**config.mk**
```make
export PLATFORM = sky130hd
export DESIGN_NAME = div_iter
export DESIGN_NICKNAME = d
export VERILOG_FILES = /design/src/rtl/div_iter_pkg.sv /design/src/rtl/div_step.sv /design/src/rtl/div_iter.sv
export SDC_FILE = /design/constraint.sdc
export NUM_CORES = 1
export LEC_CHECK = 0
export ABC_CLOCK_PERIOD_IN_PS = 7450
export BUFFER_PORTS_ARGS = -buffer_cell sky130_fd_sc_hd__buf_2
export CORE_MARGIN = 2
export CORE_UTILIZATION = 49
export DETAILED_ROUTE_END_ITERATION = 8
export GPL_ROUTABILITY_DRIVEN = 0
export PLACE_DENSITY = 0.78
export RECOVER_POWER = 50
export SLEW_MARGIN = 20
export SYNTH_ARGS = -nofsm -noshare
export SYNTH_HDL_FRONTEND = slang
export SYNTH_SLANG_ARGS = --single-unit
```
**constraint.sdc**
```tcl
create_clock -name clk -period 7.45 [get_ports clk]
set_input_delay 1.1175 -clock clk [delete_from_list [all_inputs] [get_ports clk]]
set_output_delay 1.1175 -clock clk [all_outputs]
set_load 0.005 [all_outputs]
```
**src/rtl/div_iter_pkg.sv**
```systemverilog
// Shared types for the iterative divider: FSM state encoding and common word aliases.
package div_iter_pkg;

  localparam int XLEN = 32;

  typedef logic [XLEN-1:0]   word_t;
  typedef logic [2*XLEN-1:0] u64;
  typedef logic              u1;

  typedef enum logic [1:0] {DIV_IDLE, DIV_BUSY, DIV_DONE} div_state_t;

endpackage

```
**src/rtl/div_step.sv**
```systemverilog
// One restoring-division step: shift in the next dividend bit, trial-subtract the divisor.
module div_step #(
  parameter int WIDTH = 32
) (
  input  logic [WIDTH-1:0] rem,
  input  logic             dvd_msb,
  input  logic [WIDTH-1:0] dvs,
  output logic [WIDTH-1:0] rem_next,
  output logic             q_bit
);

  logic [WIDTH:0] t;

  always_comb begin
    t        = {rem, dvd_msb};
    q_bit    = (t >= {1'b0, dvs});
    // The true difference always fits in WIDTH bits, so the low-order subtract is exact.
    rem_next = t[WIDTH-1:0] - (q_bit ? dvs : '0);
  end

endmodule

```
**src/rtl/div_iter.sv**
```systemverilog
// Multicycle radix-2 restoring unsigned divider; c = {remainder, quotient}.
// Handshake: requester holds valid and a/b steady until done; done is a one-cycle
// pulse, and dropping valid before done aborts the divide without touching c.
module div_iter
  import div_iter_pkg::*;
#(
  parameter int WIDTH = 32
) (
  input  logic               clk,
  input  logic               resetn,
  input  logic               valid,
  input  logic [WIDTH-1:0]   a,
  input  logic [WIDTH-1:0]   b,
  output logic               done,
  output logic [2*WIDTH-1:0] c,
  output div_state_t         dbg_state
);

  localparam int CW = $clog2(WIDTH);
  localparam logic [CW-1:0] CNT_LAST = CW'(WIDTH - 1);

  div_state_t       state, state_next;
  logic [CW-1:0]    cnt;
  logic [WIDTH-1:0] dvd;
  logic [WIDTH-1:0] dvs;
  logic [WIDTH-1:0] rem;
  logic [WIDTH-1:0] rem_next;
  logic [WIDTH-1:0] quo_next;
  u1                q_bit;

  div_step #(.WIDTH(WIDTH)) u_step (
    .rem      (rem),
    .dvd_msb  (dvd[WIDTH-1]),
    .dvs      (dvs),
    .rem_next (rem_next),
    .q_bit    (q_bit)
  );

  // Quotient bits fill the dividend register from the bottom as its top bits are consumed.
  assign quo_next  = {dvd[WIDTH-2:0], q_bit};
  assign dbg_state = state;

  always_comb begin
    state_next = state;
    done       = 1'b0;
    case (state)
      DIV_IDLE: if (valid) state_next = DIV_BUSY;
      DIV_BUSY: begin
        if (!valid)               state_next = DIV_IDLE;
        else if (cnt == CNT_LAST) state_next = DIV_DONE;
      end
      DIV_DONE: begin
        done       = 1'b1;
        state_next = DIV_IDLE;
      end
      default:  state_next = DIV_IDLE;
    endcase
  end

  always_ff @(posedge clk) begin
    if (!resetn) begin
      state <= DIV_IDLE;
      cnt   <= '0;
      dvd   <= '0;
      dvs   <= '0;
      rem   <= '0;
      c     <= '0;
    end else begin
      state <= state_next;
      case (state)
        DIV_IDLE: begin
          if (valid) begin
            dvd <= a;
            dvs <= b;
            rem <= '0;
            cnt <= '0;
          end
        end
        DIV_BUSY: begin
          if (valid) begin
            dvd <= quo_next;
            rem <= rem_next;
            cnt <= cnt + 1'b1;
            if (cnt == CNT_LAST) c <= {rem_next, quo_next};
          end
        end
        default: ;
      endcase
    end
  end

endmodule

```
==> impl_summary.md, run 1 <==
Floorplan
The area of the core region is 17200 um^2. In this run the horizontal extent of the chip is 137 um. The placement row count is 48. The effective utilization at floorplan is 50.0%. The overall die area is 18700 um^2. The die outline height is about 140 um. 134 I/O pins were placed.

Min path
The class of the tightest hold or removal check is register to register. The hold path startpoint is c[39]$_SDFFE_PN0P_.

Power
Power comes to approximately 0.0055 W. The maximum VDD drop is between 200 and 300 uV. Dividing total power by cell area gives a power density of 554 nW/um^2.

In this run the static leakage power is about 4.1 nW.

Clock network
After clock tree synthesis, the repair step resized 0 gates. CTS placed an instance of sky130_fd_sc_hd__clkbuf_16 at the clock tree root. The deepest clock path buffer count is 2. Buffers inserted during clock tree synthesis total 17. Post-CTS timing repair inserted 0 buffers for setup.

TritonCTS built the clock tree. For this design, the sink count on the clock tree is 167. After clock tree synthesis, the clock-pin slew on the worst setup and hold paths is 0.07 ns.

The latest clock arrival within the worst-skew pair is 0.43 ns. The H-tree depth is 4. The number of hold buffers added after CTS was 0.

Cells and area
Cells with a size suffix above 1 make up roughly 12% of the layout. Once layout is complete, the cells apart from fillers number 1408. The number of antenna cells inserted is 0.

The area growth from synthesis to layout is 15.3%. The number of fill cells in the layout is ~1600. After routing the design area is 9930 um^2.

The final layout contains 1303 nets.

Routing
For this block, the routed nets add up to ~22000 um of wire. After detailed routing, the number of vias per cell comes to approximately 5.6. The detailed-routing iteration count for the pre-antenna-repair pass is 5. The violation count after the first detailed-routing iteration is 749. The average routed wire per standard cell is ~16 um.

For this block, the via count after detailed routing is 7911. Once detail routing completed, the nets flagged for antenna violations numbered 0. In the routed design, unresolved DRC markers number 0.

STA
The total count of hold-check failures in the final report is 0. After layout, the worst setup slack is 1.71 ns. After layout, the minimum clock period comes to 5.74 ns.

The total negative setup slack is 0 ns. Headroom to the max-slew limit came out at -148%. For the pin with the worst max-slew slack, the measured transition is 3.72 ns. After layout, the worst path uses 77.0% of the clock period. The highest clock frequency the design can meet is roughly 170 MHz. Setup repair after global routing left no endpoint under its margin. The final number of setup-violating endpoints is 0. The total count of max-transition violations in the final report came to roughly 210. For the final database, setup skew stands at between 0.01 and 0.015 ns.

Outcome
The checks that failed: max-capacitance violations, max-slew violations. The run finished, with violations left.

Logic synthesis
The total number of yosys warnings is 0. The number of nets in the synthesized netlist is 1206. Counting flops with an async set or reset pin after synthesis yields a share of 0%.

The commonest register cell after synthesis is sky130_fd_sc_hd__dfxtp_1. The post-synthesis instance area is 8610 um^2. The number of distinct library cells after synthesis is 53. The number of enable flip-flop cells after synthesis is 0.

Counting every instance in the synthesized netlist gives 1073. Of the synthesized area, sequential elements account for 38.8%. The mean area per synthesized cell is 8.03 um^2.

Counting flops and latches in the post-synthesis netlist gives 167.

Global route
The via count of the first global-routing pass is 7450. The initial antenna violation count was 0. The total grt overflow is 0. The pin count of the biggest net entering global routing is 85.

The first-pass GRT wire length is 36300 um. The global-route total usage across every layer is 24.4%.

Placement
The detailed-placement wirelength estimate is around 16000 um. OpenSTA, run right after detailed placement, puts the worst setup slack at 2.61 ns. The placed cell count is 1376.

Input and output buffers added on the ports amount to 133. After detailed placement, the total cell area comes to 9400 um^2.

Setup path
In this run the worst path has a maximum fanout of 84. The setup path with the least slack is of type input pin to register. In this run the worst setup path begins at resetn. The worst register-to-register path begins at dvs[14]$_SDFFE_PN0P_. The cell type group with the largest total delay on the critical path is buffers and inverters. Data on the critical path arrives at its endpoint at 6.06 ns. For the worst setup path, the data required time is 7.77 ns. The critical path goes through buf_2 > clkinvlp_2 > clkbuf_1 > nor2_1 > buf_4 > a32o_1.

The worst-path cell with the longest stage delay is sky130_fd_sc_hd__clkbuf_1. The critical path endpoint category is a register. Across all register-to-register paths, the minimum setup slack is 2.52 ns. For this run, the slowest stage of the critical path takes 2.70 ns. The worst setup path is launched from an input pin. Counting both buffers and inverters, the worst setup path holds a total of 4.

Job
The number of max-cap violations is 3.
## power by group
part | internal (W) | switching (W)
combinational | 0.00144 | 0.00212
sequential | 0.000977 | 0.0000778
clock | 0.000493 | 0.000383
## cell usage in the layout, fill, tap and decap left out, types with 8 or more instances in the layout
master	instances
sky130_fd_sc_hd__a21oi_1	113
sky130_fd_sc_hd__inv_1	43
sky130_fd_sc_hd__xor2_1	13
sky130_fd_sc_hd__mux2i_1	33
sky130_fd_sc_hd__dfxtp_1	166
sky130_fd_sc_hd__nor2_1	79
sky130_fd_sc_hd__a21o_1	20
sky130_fd_sc_hd__a211oi_1	42
sky130_fd_sc_hd__buf_2	91
sky130_fd_sc_hd__and2_1	9
sky130_fd_sc_hd__nand3_1	28
sky130_fd_sc_hd__nor3_1	8
sky130_fd_sc_hd__xnor2_1	14
sky130_fd_sc_hd__o21ai_0	37
sky130_fd_sc_hd__ha_1	65
sky130_fd_sc_hd__clkbuf_16	17
sky130_fd_sc_hd__a22oi_1	15
sky130_fd_sc_hd__clkbuf_1	44
sky130_fd_sc_hd__nand4_1	11
sky130_fd_sc_hd__o211ai_1	9
sky130_fd_sc_hd__nand2_1	220
## cells in the mapped netlist (2+ instances only)
cell type                   instances  share of area [%]
sky130_fd_sc_hd__ha_1              65                9.4
sky130_fd_sc_hd__or3_1              3               0.22
sky130_fd_sc_hd__a311oi_1           4               0.41
sky130_fd_sc_hd__nand2_1          221                9.6
sky130_fd_sc_hd__xor2_1            13                1.3
sky130_fd_sc_hd__o21a_1             5               0.44
sky130_fd_sc_hd__inv_1             44                1.9
sky130_fd_sc_hd__nand2b_1           7               0.51
sky130_fd_sc_hd__a31oi_1            7               0.51
sky130_fd_sc_hd__a21o_1            20                1.7
sky130_fd_sc_hd__xnor2_1           14                1.4
sky130_fd_sc_hd__o21bai_1           4               0.35
sky130_fd_sc_hd__or2_2              5               0.36
sky130_fd_sc_hd__o2111ai_1          2               0.20
sky130_fd_sc_hd__nand3_1           28                1.6
sky130_fd_sc_hd__and2_1            10               0.73
sky130_fd_sc_hd__a21oi_1          113                6.6
sky130_fd_sc_hd__o31ai_1            3               0.26
sky130_fd_sc_hd__nor3_1             8               0.46
sky130_fd_sc_hd__nor2_1            81                3.5
sky130_fd_sc_hd__or4_1              3               0.26
sky130_fd_sc_hd__and3_1             7               0.51
sky130_fd_sc_hd__nor4_1             3               0.22
sky130_fd_sc_hd__a211oi_1          42                3.7
sky130_fd_sc_hd__a22oi_1           15                1.3
sky130_fd_sc_hd__mux2i_1           33                3.8
sky130_fd_sc_hd__a211o_1            4               0.41
sky130_fd_sc_hd__buf_1              9               0.39
sky130_fd_sc_hd__a221o_1            3               0.35
sky130_fd_sc_hd__o21ai_0           37                2.2
sky130_fd_sc_hd__clkbuf_1          54                2.4
sky130_fd_sc_hd__dfxtp_1          167                 39
sky130_fd_sc_hd__o211ai_1           9               0.78
sky130_fd_sc_hd__nand4_1           11               0.80
## per-layer routing
layer  global-route usage, %  wire (um)
met5                       0          0
met4                    7.75        375
met3                    5.67       1410
met2                    39.2      10200
met1                    32.4      10300
## worst min-delay path: cells and delay by family (launching register included)
family | cells | cell delay [ns]
simple gates | 1 | 0.05
compound gates | 1 | 0.05
flops | 1 | 0.31
## sequential cells by signal, indices dropped and copies added, names as in the netlist
name / flops
dvd: 32
dvs: 32
dbg_state: 2
cnt: 5
c: 64
rem: 32
## layout make-up
cell class                      count  area, um^2  area share (%)
Sequential cell                   167        3340            33.7
Clock buffer                       20         467            4.70
Clock inverter                     12         118            1.18
Inverter                           44         166            1.68
Timing Repair Buffer              142         673            6.78
Multi-Input combinational cell    798        4880            49.1
Tap cell                          225         282            2.84
## cell families after synthesis
group | count (synthesis) | synth area share, %
buffers and inverters | 108 | 4.75
AO/OA/AOI/OAI | 278 | 20.6
flip-flops | 167 | 38.8
adder cells (fa/ha/maj) | 66 | 9.68
XOR/XNOR | 27 | 2.75
multiplexers | 33 | 3.84
AND/OR/NAND/NOR | 394 | 19.5
## per-stage QoR
step           hold WS [ns]  utilization (%)
6_report              0.456             57.6
5_1_grt               0.477             57.6
4_1_cts               0.455             57.9
3_5_place_dp          0.445             54.5
3_3_place_gp          0.440             54.5
2_1_floorplan         0.445                -
## worst paths after layout
path / cells after the start / to
worst max-delay path: 6 / rem[10]$_SDFFE_PN0P_
worst min-delay path: 2 / c[39]$_SDFFE_PN0P_
worst max register to register: 19 / rem[30]$_SDFFE_PN0P_
worst min register to register: 2 / c[39]$_SDFFE_PN0P_
No activity file was read; power rests on OpenSTA's default activity.
==> inputs of run 2 (changes only) <==
Settings changed: ABC_AREA from default to 1, ABC_CLOCK_PERIOD_IN_PS 7450 to 4900, PLACE_DENSITY 0.78 to 0.81.
Clock period 7.45 ns to 4.9 ns, I/O delays scaled along.
==> impl_summary.md, run 2 <==
Outcome
Run status: finished with violations (unchanged). Failing checks: max-capacitance violations, max-slew violations (unchanged).

Routing
The total number of vias is 8779 (was 7911). The violation count after the first detailed-routing iteration came to 657 (was 749). The wire length reported by the detailed router is 23800 um (was 22400 um).

The detailed-route vias per instance is 5.37 (was 5.62). The average routed wire per standard cell is 14.5 um (was 15.9 um). The post-detailed-route DRC marker count is 0 (unchanged). The detailed-routing iteration count for the pre-antenna-repair pass came to 7 (was 5). The number of antenna-violating nets in the routed design was 0 (unchanged).

Clock network
The latest clock arrival within the worst-skew pair is 0.44 ns (was 0.43 ns). The clock slew seen by the registers of the worst setup and hold paths was 0.07 ns (about the same). The number of buffers added for setup after CTS came to 0 (unchanged). The deepest clock path buffer count is 2 (unchanged).

The CTS tree is yes (unchanged). The post-cts sizing count came to 0 (unchanged). The number of buffers added by the clock tree synthesis step is 17 (unchanged).

The H-tree depth is 4 (unchanged). The root cell of the clock tree is sky130_fd_sc_hd__clkbuf_16 (unchanged). The number of clock sinks came to 167 (unchanged).

The count of hold-fix buffers inserted at cts was 0 (unchanged).

Placement
The number of input and output port buffers inserted is 133 (unchanged). The post-placement setup slack is 0.786 ns (was 2.61 ns). The placed cell count is 1604 (was 1376). The detailed-placement wirelength estimate came to 16800 um (was 15700 um).

Setup path
The critical path endpoint category is a register (unchanged). The sort of element at the start of the critical path was a register (was input pin). The start-to-end type of the worst setup path is register to register (was input pin to register). The peak fanout along the critical path was 36 (was 84).

The worst path required time is 5.29 ns (was 7.77 ns). The worst endpoint data arrival time is 4.81 ns (was 6.06 ns).

Cells and area
Most frequent cells in the layout: sky130_fd_sc_hd__nand2_1, sky130_fd_sc_hd__nor2_1, sky130_fd_sc_hd__dfxtp_1 (was sky130_fd_sc_hd__nand2_1, sky130_fd_sc_hd__dfxtp_1, sky130_fd_sc_hd__a21oi_1). The area overhead of the layout relative to synthesis is 14.9% (was 15.3%). The number of fill cells in the layout is 1735 (was 1561). The combined area of the multi-input logic cells is 4870 um^2 (was 4880 um^2). The fraction of final layout cells sized beyond drive strength 1 was 12.4% (about the same). The number of standard cells in the final layout excluding fillers was 1636 (was 1408). The number of flip-flops in the largest register is 64 (unchanged).

The area taken by flip-flops and latches came to 3340 um^2 (about the same). The commonest non-fill, non-tap cell in the layout is sky130_fd_sc_hd__nand2_1 (unchanged). The final layout net count was 1527 (was 1303).

The register ranked first by flip-flop count is c (unchanged). The number of antenna cells inserted is 0 (unchanged).

STA
The transition at the pin with the smallest max-transition slack is 2.53 ns (was 3.72 ns). The total negative setup slack is 0 ns (unchanged). The total count of max-transition violations in the final report is 164 (was 208). The maximum clock skew at final layout is 0.00939 ns (was 0.0105 ns). The highest clock frequency the design can meet is 226 MHz. The worst path uses around nine tenths of the clock period. The final number of setup-violating endpoints is 0 (unchanged). The total count of hold-check failures in the final report is 0 (unchanged). RSZ-0062 raised after global routing: false (unchanged). The time the worst path needs with I/O delays and setup is 4.42 ns. The worst-case headroom to the max-slew limit was -68.6% (was -148%).

The final worst slack came to 0.478 ns (was 1.71 ns).

Logic synthesis
The cell with the most instances after synthesis is sky130_fd_sc_hd__nand2_1 (unchanged). The number of distinct library cells after synthesis is 48 (was 53). The share of the synthesized area in the top cell type came to 37.2% (was 38.8%). The post-synthesis instance area is 8990 um^2 (was 8610 um^2). The sequential fraction of the synthesis area is 37.2% (was 38.8%). The mean area per synthesized cell was 6.96 um^2 (was 8.03 um^2). The synthesized-area fraction occupied by adder cells is 9.27% (was 9.68%).

The area share of xor/xnor cells in the synthesized design is 2.05% (was 2.75%). Synth cell count leaders: sky130_fd_sc_hd__nand2_1, sky130_fd_sc_hd__nor2_1, sky130_fd_sc_hd__dfxtp_1, sky130_fd_sc_hd__o21ai_0, sky130_fd_sc_hd__inv_1 (was sky130_fd_sc_hd__nand2_1, sky130_fd_sc_hd__dfxtp_1, sky130_fd_sc_hd__a21oi_1, sky130_fd_sc_hd__nor2_1, sky130_fd_sc_hd__ha_1). The synthesized netlist cell count is 1292 (was 1073).

The fraction of the mapped netlist area in compound gates came to 19.9% (was 20.6%). Top post-synthesis cells by area: sky130_fd_sc_hd__dfxtp_1, sky130_fd_sc_hd__nand2_1, sky130_fd_sc_hd__ha_1 (unchanged). The dominant combinational cell family by area after synthesis is simple AND/OR/NAND/NOR gates (was compound AO/OA/AOI/OAI gates).

The number of enable flip-flop cells after synthesis came to 0 (unchanged). The commonest register cell after synthesis is sky130_fd_sc_hd__dfxtp_1 (unchanged). The number of nets produced by synthesis is 1425 (was 1206). The post-synthesis share of cell area spent on and, or, nand and nor gates is 23.0% (was 19.5%).

The cell accounting for the most synthesized area is sky130_fd_sc_hd__dfxtp_1 (unchanged). The mux cell area share after synthesis was 0% (was 3.84%). The total number of yosys warnings is 0 (unchanged). The flip-flop and latch count after synthesis is 167 (unchanged). The fraction of registers with async set/reset was 0% (unchanged).

Global route
The via count of the first global-routing pass is 8317 (was 7450). The total grt overflow came to 0 (unchanged). The initial antenna violation count is 1 (was 0).

The first-pass GRT wire length is 39500 um (was 36300 um). The pin count of the biggest net entering global routing is 70 (was 85). The global-route total usage across every layer is 24.5% (was 24.4%).

Job
The number of max-cap violations is 4 (was 3).

Floorplan
The effective utilization at floorplan is 50.0% (about the same). The die outline height was 139 um (was 137 um). The top-level port count is 134 (unchanged). The chip width came to 139 um (was 137 um).

The area of the core region came to 18000 um^2 (was 17200 um^2). The overall die area came to 19400 um^2 (was 18700 um^2). The placement row count is 49 (was 48).

Min path
The class of the tightest hold or removal check is register to register (unchanged).
run 2: cell types whose count changed in the layout (fill, tap and decap cells not counted), moves of 7 or more:
cell and delta:
sky130_fd_sc_hd__nor2_1 +95, sky130_fd_sc_hd__a22oi_1 -15, sky130_fd_sc_hd__nand2_1 +66, sky130_fd_sc_hd__o21ai_0 +101
sky130_fd_sc_hd__mux2i_1 -33, sky130_fd_sc_hd__clkbuf_1 -21, sky130_fd_sc_hd__inv_1 +86, sky130_fd_sc_hd__xnor2_1 -10
sky130_fd_sc_hd__buf_2 +18, sky130_fd_sc_hd__and2_1 -9, sky130_fd_sc_hd__a21o_1 -13, sky130_fd_sc_hd__a211oi_1 -39
sky130_fd_sc_hd__a31oi_1 +29, sky130_fd_sc_hd__o21ai_1 +7
run 2: kinds of logic after synthesis:
group | Yosys count
AOI/OAI and AO/OA | 326
xor gates and xnor gates | 21
adders and majority gates | 66
buffers and inverters | 194
DFF | 167
and+or+nand+nor | 518
run 2: final cells by class:
class / count / share of cell area (%)
well taps: 229 / 2.78
flip-flops and latches: 167 / 32.4
clock inverters: 14 / 1.75
clock buffers: 18 / 4.26
inverters: 135 / 4.91
repair buffers: 142 / 6.76
multi-input cells: 931 / 47.2
run 2: metrics by stage:
stage | hold slack, ns | instance area [um^2] | util [%]
after floorplan | 0.429 | 8990 | -
after global placement | 0.448 | 9750 | 54.3
after detailed placement | 0.459 | 9750 | 54.3
after CTS | 0.471 | 10400 | 57.7
after global routing | 0.490 | 10300 | 57.5
final | 0.471 | 10300 | 57.5
run 2: metal layers:
layer  global-route usage [%]  vias to the layer above  share of wire (%)
met5                        0                        -              0.055
met4                     8.93                        2                2.6
met3                     6.54                       53                7.2
met2                     40.4                      290                 46
met1                     30.9                     4014                 44
li1                         -                     4420                  -
run 2: final timing paths:
check                            startpoint            endpoint  slack (ns)  depth (start not counted)
setup / recovery  dbg_state[0]$_SDFFE_PN0P_  c[55]$_SDFFE_PN0P_        0.48                         11
hold / removal           c[33]$_SDFFE_PN0P_  c[33]$_SDFFE_PN0P_        0.47                          2
setup reg to reg  dbg_state[0]$_SDFFE_PN0P_  c[55]$_SDFFE_PN0P_        0.48                         11
hold reg to reg          c[33]$_SDFFE_PN0P_  c[33]$_SDFFE_PN0P_        0.47                          2
run 2: worst max-delay path: stages (launching register included):
cell                      delay, ns
sky130_fd_sc_hd__dfxtp_1       0.51
sky130_fd_sc_hd__inv_2         0.08
sky130_fd_sc_hd__nor2_4        0.07
sky130_fd_sc_hd__buf_4         0.32
sky130_fd_sc_hd__inv_1         0.52
sky130_fd_sc_hd__nor2_2        1.46
sky130_fd_sc_hd__nand2_2       0.11
sky130_fd_sc_hd__inv_2         0.45
sky130_fd_sc_hd__buf_4         0.37
sky130_fd_sc_hd__o21ai_0       0.12
sky130_fd_sc_hd__a21o_1        0.27
sky130_fd_sc_hd__inv_1         0.05
Power of run 2 is left out: the tool's default activity adds up to more than one toggle a clock period on the data nets, which glitch-free logic cannot reach.
==> inputs of run 3 (changes only) <==
--- a/config.mk
+++ b/config.mk
@@ -9,9 +9,12 @@
 export ABC_CLOCK_PERIOD_IN_PS = 4900
 export BUFFER_PORTS_ARGS = -buffer_cell sky130_fd_sc_hd__buf_2
+export CELL_PAD_IN_SITES_DETAIL_PLACEMENT = 1
+export CELL_PAD_IN_SITES_GLOBAL_PLACEMENT = 2
 export CORE_MARGIN = 2
-export CORE_UTILIZATION = 49
+export CORE_UTILIZATION = 29
+export CTS_CLUSTER_DIAMETER = 80
 export DETAILED_ROUTE_END_ITERATION = 8
 export GPL_ROUTABILITY_DRIVEN = 0
-export PLACE_DENSITY = 0.81
+export PLACE_DENSITY = 0.85
 export RECOVER_POWER = 50
 export SLEW_MARGIN = 20
==> constraint.sdc (replaced) <==
create_clock -name clk -period 4.9 [get_ports clk]
set_input_delay 0.245 -clock clk [delete_from_list [all_inputs] [get_ports clk]]
set_output_delay 0.245 -clock clk [all_outputs]
set_load 0.005 [all_outputs]
==> impl_summary.md, run 3 (synthesis results as in run 2) <==
Global route
The via count of the first global-routing pass is 8950 (was 8317). The global-route total usage across every layer is 18.1% (was 24.5%). The initial antenna violation count is 4 (was 1).

The first-pass GRT wire length is 47600 um (was 39500 um). The pin count of the biggest net entering global routing came to 77 (was 70). The total grt overflow is 0 (unchanged).

Setup path
The critical path buffer and inverter count is 3 (was 6). The internal reg-to-reg setup slack is 0.78 ns (was 0.48 ns). Among the stages of the critical path, the cell type that occurs most often is sky130_fd_sc_hd__nand2_1. The worst-path cell with the longest stage delay is sky130_fd_sc_hd__nor3_1 (was sky130_fd_sc_hd__nor2_2). The sort of element at the start of the critical path is a register (unchanged). The peak fanout along the critical path is 3 (was 36).

The worst path required time is 5.27 ns (was 5.29 ns). The largest incremental delay on the critical path came to 0.46 ns (was 1.46 ns). The start-to-end type of the worst setup path is register to register (unchanged). The critical path endpoint category is a register (unchanged). Critical path, cell by cell: inv_1 > ha_1 > nand2_1 > inv_1 > nand3_1 > nor3_1 > and3_1 > nand2_1 > a21boi_0 > ha_1 > inv_1 > fa_1 > nand3_1 > nand2_1 > nand2_1 > nand2_1 > nand4_1 > nand2_1 > nand2_1 > nand2_1 > o211ai_1 > nand3_1 > a21oi_1 (was inv_2 > nor2_4 > buf_4 > inv_1 > nor2_2 > nand2_2 > inv_2 > buf_4 > o21ai_0 > a21o_1 > inv_1). The worst endpoint data arrival time is 4.49 ns (was 4.81 ns). The cell type group with the largest total delay on the critical path is simple AND/OR/NAND/NOR gates (was buffers and inverters).

STA
The total negative setup slack is 0 ns (unchanged). The final number of setup-violating endpoints is 0 (unchanged). RSZ-0062 raised after global routing: false (unchanged). The part of the cycle the worst path needs is 84.0% (was 90.2%).

The worst-case headroom to the max-slew limit is 0.134% (was -68.6%). The time the worst path needs with I/O delays and setup is 4.12 ns (was 4.42 ns). The maximum clock skew at final layout is 0.0160 ns (was 0.00939 ns). The transition at the pin with the smallest max-transition slack is 1.50 ns (was 2.53 ns).

The total count of max-transition violations in the final report is 0 (was 164). The total count of hold-check failures in the final report is 0 (unchanged). The final worst slack was 0.783 ns (was 0.478 ns). The highest clock frequency the design can meet is 243 MHz (was 226 MHz).

Clock network
The post-cts sizing count is 0 (unchanged). The H-tree depth is 4 (unchanged). The deepest clock path buffer count came to 2 (unchanged).

The number of clock sinks is 167 (unchanged). The clock slew seen by the registers of the worst setup and hold paths was 0.08 ns (was 0.07 ns). The latest clock arrival within the worst-skew pair was 0.46 ns (was 0.44 ns). The CTS tree is yes (unchanged). The root cell of the clock tree is sky130_fd_sc_hd__clkbuf_16 (unchanged). The number of buffers added by the clock tree synthesis step came to 17 (unchanged).

Placement
The post-placement setup slack is 0.813 ns (was 0.786 ns). The number of input and output port buffers inserted was 133 (unchanged). The detailed-placement wirelength estimate came to 20900 um (was 16800 um).

Cells and area
The commonest non-fill, non-tap cell in the layout is sky130_fd_sc_hd__nand2_1 (unchanged). The area overhead of the layout relative to synthesis is 17.3% (was 14.9%). The number of fill cells in the layout is 3903 (was 1735). The final layout net count is 1529 (was 1527). Most frequent cells in the layout: sky130_fd_sc_hd__nand2_1, sky130_fd_sc_hd__nor2_1, sky130_fd_sc_hd__dfxtp_1 (unchanged). The final core utilization is 34.5% (was 57.5%). The combined area of the multi-input logic cells is 4880 um^2 (was 4870 um^2). The fraction of final layout cells sized beyond drive strength 1 was 10.8% (was 12.4%). The area taken by flip-flops and latches is 3340 um^2 (unchanged). The number of flip-flops in the largest register came to 64 (unchanged). The register ranked first by flip-flop count is c (unchanged).

Routing
The average routed wire per standard cell is 15.9 um (was 14.5 um). The detailed-routing iteration count for the pre-antenna-repair pass is 5 (was 7). The detailed-route vias per instance is 4.83 (was 5.37). The violation count after the first detailed-routing iteration is 320 (was 657). The wire length reported by the detailed router was 28700 um (was 23800 um). The total number of vias was 8738 (was 8779). The post-detailed-route DRC marker count is 0 (unchanged). The number of antenna-violating nets in the routed design was 0 (unchanged).

Job
The number of max-cap violations is 1 (was 4).

Floorplan
The effective utilization at floorplan is 29.4% (was 50.0%). The area of the core region is 30600 um^2 (was 18000 um^2). The placement row count is 64 (was 49).

The top-level port count is 134 (unchanged). The die outline height came to 180 um (was 139 um). The chip width was 180 um (was 139 um). The overall die area is 32400 um^2 (was 19400 um^2).

Outcome
Run status: finished with violations (unchanged). Failing checks: max-capacitance violations (was max-capacitance violations, max-slew violations).

Min path
The class of the tightest hold or removal check was input pin to register (was register to register).
-- run 3: cell types whose count changed in the layout (fill, tap and decap cells not counted), moves of 2 or more --
cell | before | now
sky130_fd_sc_hd__clkbuf_2 | 2 | 0
sky130_fd_sc_hd__buf_2 | 109 | 87
sky130_fd_sc_hd__inv_1 | 129 | 131
sky130_fd_sc_hd__diode_2 | 0 | 5
sky130_fd_sc_hd__clkinvlp_4 | 2 | 4
sky130_fd_sc_hd__clkbuf_1 | 23 | 46
sky130_fd_sc_hd__buf_4 | 7 | 10
-- run 3: per-stage QoR --
step / cell area [um^2] / hold WS (ns) / instances
after floorplan: 8990 / 0.380 / 1292
after global placement: 9970 / 0.448 / 1772
after detailed placement: 9970 / 0.456 / 1772
after CTS: 10600 / 0.0187 / 1805
after global routing: 10500 / 0.0370 / 1806
final: 10500 / 0.0360 / 1810
-- run 3: timing repair --
action | 4_1_cts | 5_1_grt
buffers inserted | 0 | 0
hold buffers | 1 | 0
setup endpoints to repair | 0 | 0
hold endpoints to repair | 1 | 0
-- run 3: path summary, 6_finish.rpt --
kind | cells past startpoint | from | end
hold / removal | 3 | a[27] | dvd[27]$_SDFFE_PN0P_
hold reg to reg | 1 | cnt[3]$_SDFFE_PN0P_ | cnt[3]$_SDFFE_PN0P_
setup / recovery | 23 | dvs[28]$_SDFFE_PN0P_ | rem[22]$_SDFFE_PN0P_
setup reg to reg | 23 | dvs[28]$_SDFFE_PN0P_ | rem[22]$_SDFFE_PN0P_
-- run 3: tightest hold or removal path, delay by kind of cell --
family / cells / cell delay (ns)
AOI/OAI and AO/OA: 1 / 0.06
buffers and inverters: 1 / 0.09
and+or+nand+nor: 1 / 0.05
-- run 3: cell type report --
cell class	count	area share, %
inverter	135	4.81
timing repair buffer	144	6.58
clock buffer	17	4.04
multi-input combinational	931	46.3
sequential	167	31.7
clock inverter	15	1.73
tap	396	4.70
antenna	5	0.119
-- run 3: per-layer routing --
metal	routed length, um	part of all wire (%)	track usage [%]
met1	13400	47	23.0
met5	21	0.073	0
met3	1420	5.0	4.63
met2	13200	46	29.8
met4	630	2.2	6.42
Power of run 3 is left out for the same reason.
